<file path="src/rtl/programmable_clock_divider_pkg.sv">
// Shared definitions for the programmable clock divider.
// No ports. Provides:
//   mode_e        - output mode of a channel (pulse or 50 % square)
//   DEFAULT_WIDTH - default counter/divisor width
//   DEFAULT_DIV   - default divisor loaded into every channel at reset
//   ch_idx_w()    - width of a channel index for a given channel count
package programmable_clock_divider_pkg;

  typedef enum logic {
    MODE_PULSE  = 1'b0,
    MODE_SQUARE = 1'b1
  } mode_e;

  localparam int          DEFAULT_WIDTH = 32;
  localparam int unsigned DEFAULT_DIV   = 100000000;

  // A single channel still needs a one-bit index port.
  function automatic int ch_idx_w(input int n);
    return (n <= 1) ? 1 : $clog2(n);
  endfunction

endpackage

</file>
<file path="src/rtl/programmable_clock_divider_if.sv">
// Control/output bundle of the programmable clock divider.
// Signals:
//   En      - global count enable
//   Sync    - one-cycle restart of all channels
//   WrEn    - divisor/mode write strobe
//   WrCh    - target channel of a write
//   WrDiv   - new divisor
//   WrMode  - new mode (0 pulse, 1 square)
//   WrAck   - one-cycle acknowledge of an accepted write
//   OUTCLK  - divided output per channel
//   TICK    - terminal-count strobe per channel
// Modports: master (control logic side), slave (divider side).
interface programmable_clock_divider_if
  import programmable_clock_divider_pkg::*;
#(
  parameter int WIDTH  = DEFAULT_WIDTH,
  parameter int NUM_CH = 2
);

  localparam int CH_W = ch_idx_w(NUM_CH);

  logic              En;
  logic              Sync;
  logic              WrEn;
  logic [CH_W-1:0]   WrCh;
  logic [WIDTH-1:0]  WrDiv;
  logic              WrMode;
  logic              WrAck;
  logic [NUM_CH-1:0] OUTCLK;
  logic [NUM_CH-1:0] TICK;

  modport master (
    output En, Sync, WrEn, WrCh, WrDiv, WrMode,
    input  WrAck, OUTCLK, TICK
  );

  modport slave (
    input  En, Sync, WrEn, WrCh, WrDiv, WrMode,
    output WrAck, OUTCLK, TICK
  );

endinterface

</file>
<file path="src/rtl/clock_divider_channel.sv">
// One divider channel: counter, active divisor/mode and a pending shadow
// that is only promoted at a terminal edge or on Sync, so a period is never
// cut short or stretched by a divisor change.
// Ports:
//   clk, rst  - clock, asynchronous active-high reset
//   en        - count enable (low freezes counter and output, TICK 0)
//   sync      - restart counter/output and promote the shadow now
//   wr_en     - write strobe already decoded for this channel
//   wr_div    - divisor to place in the shadow
//   wr_mode   - mode to place in the shadow
//   outclk    - divided output (registered)
//   tick      - terminal-count strobe (registered)
module clock_divider_channel
  import programmable_clock_divider_pkg::*;
#(
  parameter int               WIDTH   = DEFAULT_WIDTH,
  parameter logic [WIDTH-1:0] RST_DIV = WIDTH'(DEFAULT_DIV)
) (
  input  logic             clk,
  input  logic             rst,
  input  logic             en,
  input  logic             sync,
  input  logic             wr_en,
  input  logic [WIDTH-1:0] wr_div,
  input  mode_e            wr_mode,
  output logic             outclk,
  output logic             tick
);

  logic [WIDTH-1:0] cnt_q, cnt_d;
  logic [WIDTH-1:0] div_q, div_d;
  mode_e            mode_q, mode_d;
  logic [WIDTH-1:0] pend_div_q, pend_div_d;
  mode_e            pend_mode_q, pend_mode_d;
  logic             pend_vld_q, pend_vld_d;
  logic             out_q, out_d;
  logic             tick_q, tick_d;

  logic at_terminal;
  assign at_terminal = (cnt_q == div_q);

  always_comb begin
    cnt_d       = cnt_q;
    div_d       = div_q;
    mode_d      = mode_q;
    pend_div_d  = pend_div_q;
    pend_mode_d = pend_mode_q;
    pend_vld_d  = pend_vld_q;
    out_d       = out_q;
    tick_d      = tick_q;

    if (sync) begin
      cnt_d  = '0;
      out_d  = 1'b0;
      tick_d = 1'b0;
      if (pend_vld_q) begin
        div_d      = pend_div_q;
        mode_d     = pend_mode_q;
        pend_vld_d = 1'b0;
      end
    end else if (en) begin
      if (at_terminal) begin
        cnt_d  = '0;
        tick_d = 1'b1;
        // The output on the terminal edge still follows the mode that
        // governed the period just ending.
        out_d  = (mode_q == MODE_SQUARE) ? ~out_q : 1'b1;
        if (pend_vld_q) begin
          div_d      = pend_div_q;
          mode_d     = pend_mode_q;
          pend_vld_d = 1'b0;
        end
      end else begin
        cnt_d  = cnt_q + 1'b1;
        tick_d = 1'b0;
        if (mode_q == MODE_PULSE) out_d = 1'b0;
      end
    end else begin
      tick_d = 1'b0;
    end

    // A write in the same cycle as a promotion lands after it, so it waits
    // for the next terminal edge (or Sync).
    if (wr_en) begin
      pend_div_d  = wr_div;
      pend_mode_d = wr_mode;
      pend_vld_d  = 1'b1;
    end
  end

  always_ff @(posedge clk or posedge rst) begin
    if (rst) begin
      cnt_q       <= '0;
      div_q       <= RST_DIV;
      mode_q      <= MODE_PULSE;
      pend_div_q  <= '0;
      pend_mode_q <= MODE_PULSE;
      pend_vld_q  <= 1'b0;
      out_q       <= 1'b0;
      tick_q      <= 1'b0;
    end else begin
      cnt_q       <= cnt_d;
      div_q       <= div_d;
      mode_q      <= mode_d;
      pend_div_q  <= pend_div_d;
      pend_mode_q <= pend_mode_d;
      pend_vld_q  <= pend_vld_d;
      out_q       <= out_d;
      tick_q      <= tick_d;
    end
  end

  assign outclk = out_q;
  assign tick   = tick_q;

endmodule

</file>
<file path="src/rtl/programmable_clock_divider.sv">
// Multi-channel run-time programmable clock/tick generator.
// Decodes the single write port onto NUM_CH divider channels and
// acknowledges accepted writes one cycle later.
// Ports:
//   CLK  - sole clock, rising edge
//   Rst  - asynchronous active-high reset
//   bus  - slave side of programmable_clock_divider_if
//          (En, Sync, WrEn, WrCh, WrDiv, WrMode in; WrAck, OUTCLK, TICK out)
module programmable_clock_divider
  import programmable_clock_divider_pkg::*;
#(
  parameter int               WIDTH       = DEFAULT_WIDTH,
  parameter int               NUM_CH      = 2,
  parameter logic [WIDTH-1:0] DEFAULT_DIV = WIDTH'(programmable_clock_divider_pkg::DEFAULT_DIV)
) (
  input logic                        CLK,
  input logic                        Rst,
  programmable_clock_divider_if.slave bus
);

  localparam int              CH_W     = ch_idx_w(NUM_CH);
  localparam logic [CH_W:0]   NUM_CH_X = (CH_W + 1)'(NUM_CH);

  logic [NUM_CH-1:0] wr_sel;
  logic [NUM_CH-1:0] outclk_w;
  logic [NUM_CH-1:0] tick_w;
  logic              wr_ack_q, wr_ack_d;

  // Out-of-range channel numbers are silently dropped and never acked.
  always_comb begin
    wr_ack_d = bus.WrEn && ({1'b0, bus.WrCh} < NUM_CH_X);
  end

  always_ff @(posedge CLK or posedge Rst) begin
    if (Rst) wr_ack_q <= 1'b0;
    else     wr_ack_q <= wr_ack_d;
  end

  genvar i;
  for (i = 0; i < NUM_CH; i++) begin : g_ch
    assign wr_sel[i] = bus.WrEn && (bus.WrCh == CH_W'(i));

    clock_divider_channel #(
      .WIDTH   (WIDTH),
      .RST_DIV (DEFAULT_DIV)
    ) u_ch (
      .clk     (CLK),
      .rst     (Rst),
      .en      (bus.En),
      .sync    (bus.Sync),
      .wr_en   (wr_sel[i]),
      .wr_div  (bus.WrDiv),
      .wr_mode (mode_e'(bus.WrMode)),
      .outclk  (outclk_w[i]),
      .tick    (tick_w[i])
    );
  end

  assign bus.OUTCLK = outclk_w;
  assign bus.TICK   = tick_w;
  assign bus.WrAck  = wr_ack_q;

endmodule

</file>
<file path="src/flat_wrapper.sv">
// flat-port wrapper written by rule: the top's interface ports become plain ports
module programmable_clock_divider_flat import programmable_clock_divider_pkg::*;
#(
  parameter int               WIDTH       = DEFAULT_WIDTH,
  parameter int               NUM_CH      = 2,
  parameter logic [WIDTH-1:0] DEFAULT_DIV = WIDTH'(programmable_clock_divider_pkg::DEFAULT_DIV)
)
  (CLK, Rst, bus_En, bus_Sync, bus_WrEn, bus_WrCh, bus_WrDiv, bus_WrMode, bus_WrAck, bus_OUTCLK, bus_TICK);
  programmable_clock_divider_if #(.WIDTH(WIDTH), .NUM_CH(NUM_CH)) bus_i ();
  input logic CLK;
  input logic Rst;
  input wire logic [$bits(bus_i.En)-1:0] bus_En;
  input wire logic [$bits(bus_i.Sync)-1:0] bus_Sync;
  input wire logic [$bits(bus_i.WrEn)-1:0] bus_WrEn;
  input wire logic [$bits(bus_i.WrCh)-1:0] bus_WrCh;
  input wire logic [$bits(bus_i.WrDiv)-1:0] bus_WrDiv;
  input wire logic [$bits(bus_i.WrMode)-1:0] bus_WrMode;
  output wire logic [$bits(bus_i.WrAck)-1:0] bus_WrAck;
  output wire logic [$bits(bus_i.OUTCLK)-1:0] bus_OUTCLK;
  output wire logic [$bits(bus_i.TICK)-1:0] bus_TICK;
  assign bus_i.En = bus_En;
  assign bus_i.Sync = bus_Sync;
  assign bus_i.WrEn = bus_WrEn;
  assign bus_i.WrCh = bus_WrCh;
  assign bus_i.WrDiv = bus_WrDiv;
  assign bus_i.WrMode = bus_WrMode;
  assign bus_WrAck = bus_i.WrAck;
  assign bus_OUTCLK = bus_i.OUTCLK;
  assign bus_TICK = bus_i.TICK;
  programmable_clock_divider #(.WIDTH(WIDTH), .NUM_CH(NUM_CH), .DEFAULT_DIV(DEFAULT_DIV)) u_core (.CLK(CLK), .Rst(Rst), .bus(bus_i));
endmodule
</file>
<file path="config.mk">
export PLATFORM = sky130hd
export DESIGN_NAME = programmable_clock_divider_flat
export DESIGN_NICKNAME = d
export VERILOG_FILES = /design/src/rtl/programmable_clock_divider_pkg.sv /design/src/rtl/programmable_clock_divider_if.sv /design/src/rtl/clock_divider_channel.sv /design/src/rtl/programmable_clock_divider.sv /design/src/flat_wrapper.sv
export SDC_FILE = /design/constraint.sdc
export NUM_CORES = 1
export LEC_CHECK = 0
export BUFFER_PORTS_ARGS = -buffer_cell sky130_fd_sc_hd__buf_2
export CORE_MARGIN = 2
export CORE_UTILIZATION = 57
export DETAILED_ROUTE_END_ITERATION = 16
export PLACE_DENSITY = 0.77
export SLEW_MARGIN = 20
export SYNTH_ARGS = -nofsm -noshare
export SYNTH_HDL_FRONTEND = slang
export SYNTH_HIERARCHICAL = 1
export SYNTH_SLANG_ARGS = --single-unit
</file>
<file path="constraint.sdc">
create_clock -name CLK -period 2.9 [get_ports CLK]
set_clock_uncertainty 0.05 [all_clocks]
set_input_delay 0.435 -clock CLK [delete_from_list [all_inputs] [get_ports CLK]]
set_output_delay 0.435 -clock CLK [all_outputs]
set_load 0.01 [all_outputs]
</file>
==> results list <==
- The flow ran to the end, and the final reports show no timing, DRC or antenna violations.
- Async set or reset register ratio after synthesis: 1.00
* Area inside the core boundary: 19700 um^2
* Crit-path slowest cell: a31o_2
* # diodes: 0
* Kind of capture point of the worst setup path: flip-flop
- Dominant register cell in the synthesized netlist: dfrtp_1
- Global-route wire length before repair: 47400 um
- Initial antenna violation count: 0
- In this run the worst hold path is classified as in2reg.
- Buffers inserted to repair hold after CTS numbered 1.
* Max clock buf depth: 3
- Placer congestion estimate: 0.900
- At the pin with the least slew margin, the transition time is 860 ps.
- Maximum number of pins on one net before global-route repair: 85
- Die width: 146 um
- In this run the mean area of a mapped cell was 10.3 um^2.
* Global-route congestion overflow total: 0
* Total number of clock tree sinks: 203
- Detailed-route wire length: 28600 um
- Floorplan die height: 146 um
* Number of endpoints failing setup at the final stage: 0
- Crit path cell chain: xor2_1 -> nor4_1 -> and4_1 -> a31o_2 -> nor2_1
* Post-Synthesis Net Count: 1163
- The cell area that synthesis handed to floorplanning was 11500 um^2.
- Critical Path Source Type: flip-flop
- Met2 routing resource usage after global routing: 0.414
- Clock edge transition at the registers on the reported setup and hold paths: 60 ps
* Utilization of the core after routing: 0.643
* Layout cells sized above 1: 0.220
* Min cycle time layout: 2460 ps
- For met3 alone, demand over resource in global routing was 0.0350.
- Max-cap violations in this run came to 0.
- Post-Place Cells: 1368
* Largest fanout on the critical path: 30
- Across the VDD grid, the largest voltage drop is 0.421 mV.
- Counting every instance in the synthesized netlist gives 1122.
- In the global route stage, met1 resource usage came out at 0.410.
- Via count: 9174
- Longest individual stage delay on the worst path: 600 ps
- The first routing iteration left 967 violations.
* Period utilisation layout: 0.847
* Setup TNS: 0 ps
* Clock tree from TritonCTS: built
* Leakage power: 0.00517 uW
* Antenna-violating nets left: 0
* Final Max Tran Viols: 0
- Depth of the CTS H-tree: 1
- Setup CP Type: reg2reg
- Root Buffer Master: clkbuf_16
* Post-detailed-route DRC marker count: 0
- Max Clock Freq: 407 MHz
* Finished Layout Cells: 1409
- Once detailed placement completed, the half-perimeter wirelength came to 18600 um.
- Insertion delay to the later sink of the worst-skew pair: 510 ps
- Number of global-route vias before repair: 8825
* Synth cell types: 48
- Power per standard cell area: 597 nW/um^2
- For the worst setup path, the data required time is 3220 ps.
- Number of failing hold endpoints at the final stage: 0
- Full die area: 21300 um^2
- GRT Max-Usage Layer: met2
- Layout Nets: 1170
- I/O Buffers: 43
- Most common cell after layout, fill and taps aside: dfrtp_1
* Most used cells in the layout excluding fill and tap cells: dfrtp_1, xor2_1, nor2_1, and3_1, nand3_1
- For this run, the total global-route usage over all layers was measured as 0.269.
- The number of buffers and inverters on the critical path is 0.
- Number of top-level pins: 44
- Row Count: 51
* Via-to-Cell Ratio: 6.51
- Compared with the post-synthesis result, the final layout area differs by 9.80%.
- Number of buffers inserted during clock tree synthesis: 23
- Power after layout: 7540 uW
- For this configuration, the core starts out at a cell density of 0.585.
- In this run, post-CTS repair resized a total of 0 instances.
- Number of warning messages in the yosys log: 6
- After detailed routing, the average wire length per cell comes to 20.3 um.
- Slew margin rel.: 0.427
- The first detailed-routing pass took 5 iterations.
- Of the synthesized area, sequential elements account for 0.444.
- Post-CTS setup buffer count: 0
- WP data arrival: 2770 ps
* Number of enable-type register cells in the synthesized netlist: 0
* Kind of cell adding the most delay to the critical path: simple AND/OR/NAND/NOR gates
* Yosys reg bits: 203
* Unrepaired setup endpoints after global routing: no
==> final timing paths <==
kind / end / cells past startpoint / start / slack, ps
worst max-delay path: u_core/g_ch[1].u_ch/cnt_q[7] / 5 / u_core/g_ch[1].u_ch/cnt_q[9] / 440
worst min-delay path: u_core/bus.WrAck / 1 / bus_WrEn / 10
worst max register to register: u_core/g_ch[1].u_ch/cnt_q[7] / 5 / u_core/g_ch[1].u_ch/cnt_q[9] / 440
worst min register to register: u_core/g_ch[1].u_ch/pend_div_q[31] / 1 / u_core/g_ch[1].u_ch/pend_div_q[31] / 480
max in group asynchronous: u_core/g_ch[0].u_ch/div_q[13] / 4 / Rst / 1380
min in group asynchronous: u_core/bus.WrAck / 3 / Rst / 310
==> metal layers <==
layer	routed length (um)	vias to the layer above	part of all wire
met5	0	-	0
met4	505	0	0.018
met3	1810	41	0.064
met2	13300	324	0.46
met1	13000	4635	0.45
li1	-	4174	-
==> area by class of cell <==
class | count | area, um^2
clock buffer | 35 | 711
clock inverter | 5 | 27.5
fill | 1547 | 7020
inverter | 13 | 56.3
multi-input combinational | 818 | 5930
sequential | 203 | 5110
tap | 265 | 332
timing repair buffer | 70 | 460
==> cell usage after synthesis (all sizes together) (8+ instances only) <==
cell / n / area [um^2]
a221oi: 64 / 561
and4: 10 / 87.6
and3: 74 / 463
xor2: 106 / 928
mux2: 66 / 743
nand4: 36 / 250
dfstp: 24 / 631
nand3: 74 / 370
inv: 9 / 33.8
xnor2: 16 / 140
dfrtp: 179 / 4480
nor4: 22 / 200
nor2: 74 / 278
nor2b: 66 / 413
buf: 32 / 200
nand2: 24 / 105
a21oi: 8 / 40.0
clkbuf: 56 / 210
o21ai: 70 / 350
o211ai: 70 / 666
==> cell families after synthesis <==
family	after synthesis	share of synthesized area
AO/OA/AOI/OAI	228	0.154
XOR/XNOR	122	0.0929
adder cells (fa/ha/maj)	2	0.00217
buffers and inverters	101	0.0399
flip-flops	203	0.444
multiplexers	68	0.0663
AND/OR/NAND/NOR	398	0.201
==> per-stage QoR <==
stage,instance area [um^2],hold slack [ps],worst slack [ps]
6_report,12600,13.6,445
5_1_grt,12600,14.8,233
4_1_cts,12600,6.05,489
3_5_place_dp,11900,278,507
3_3_place_gp,11900,272,519
2_1_floorplan,11500,114,1070
==> sequential cells by signal, indices dropped and copies added, names as in the netlist <==
| register | cells |
|---|---|
| u_core/g_ch.u_ch/tick | 2 |
| u_core/bus.WrAck | 1 |
| u_core/g_ch.u_ch/cnt_q | 64 |
| u_core/g_ch.u_ch/pend_div_q | 64 |
| u_core/g_ch.u_ch/div_q | 64 |
| u_core/g_ch.u_ch/mode_q | 2 |
| u_core/g_ch.u_ch/outclk | 2 |
| u_core/g_ch.u_ch/pend_vld_q | 2 |
| u_core/g_ch.u_ch/pend_mode_q | 2 |
==> power by group <==
group	switching, uW	internal, uW	leakage [uW]
Combinational	619	576	0.00236
Sequential	317	3190	0.00244
Clock	1160	1680	0.000367
Total	2090	5440	0.00517
No activity file was read; power rests on OpenSTA's default activity.
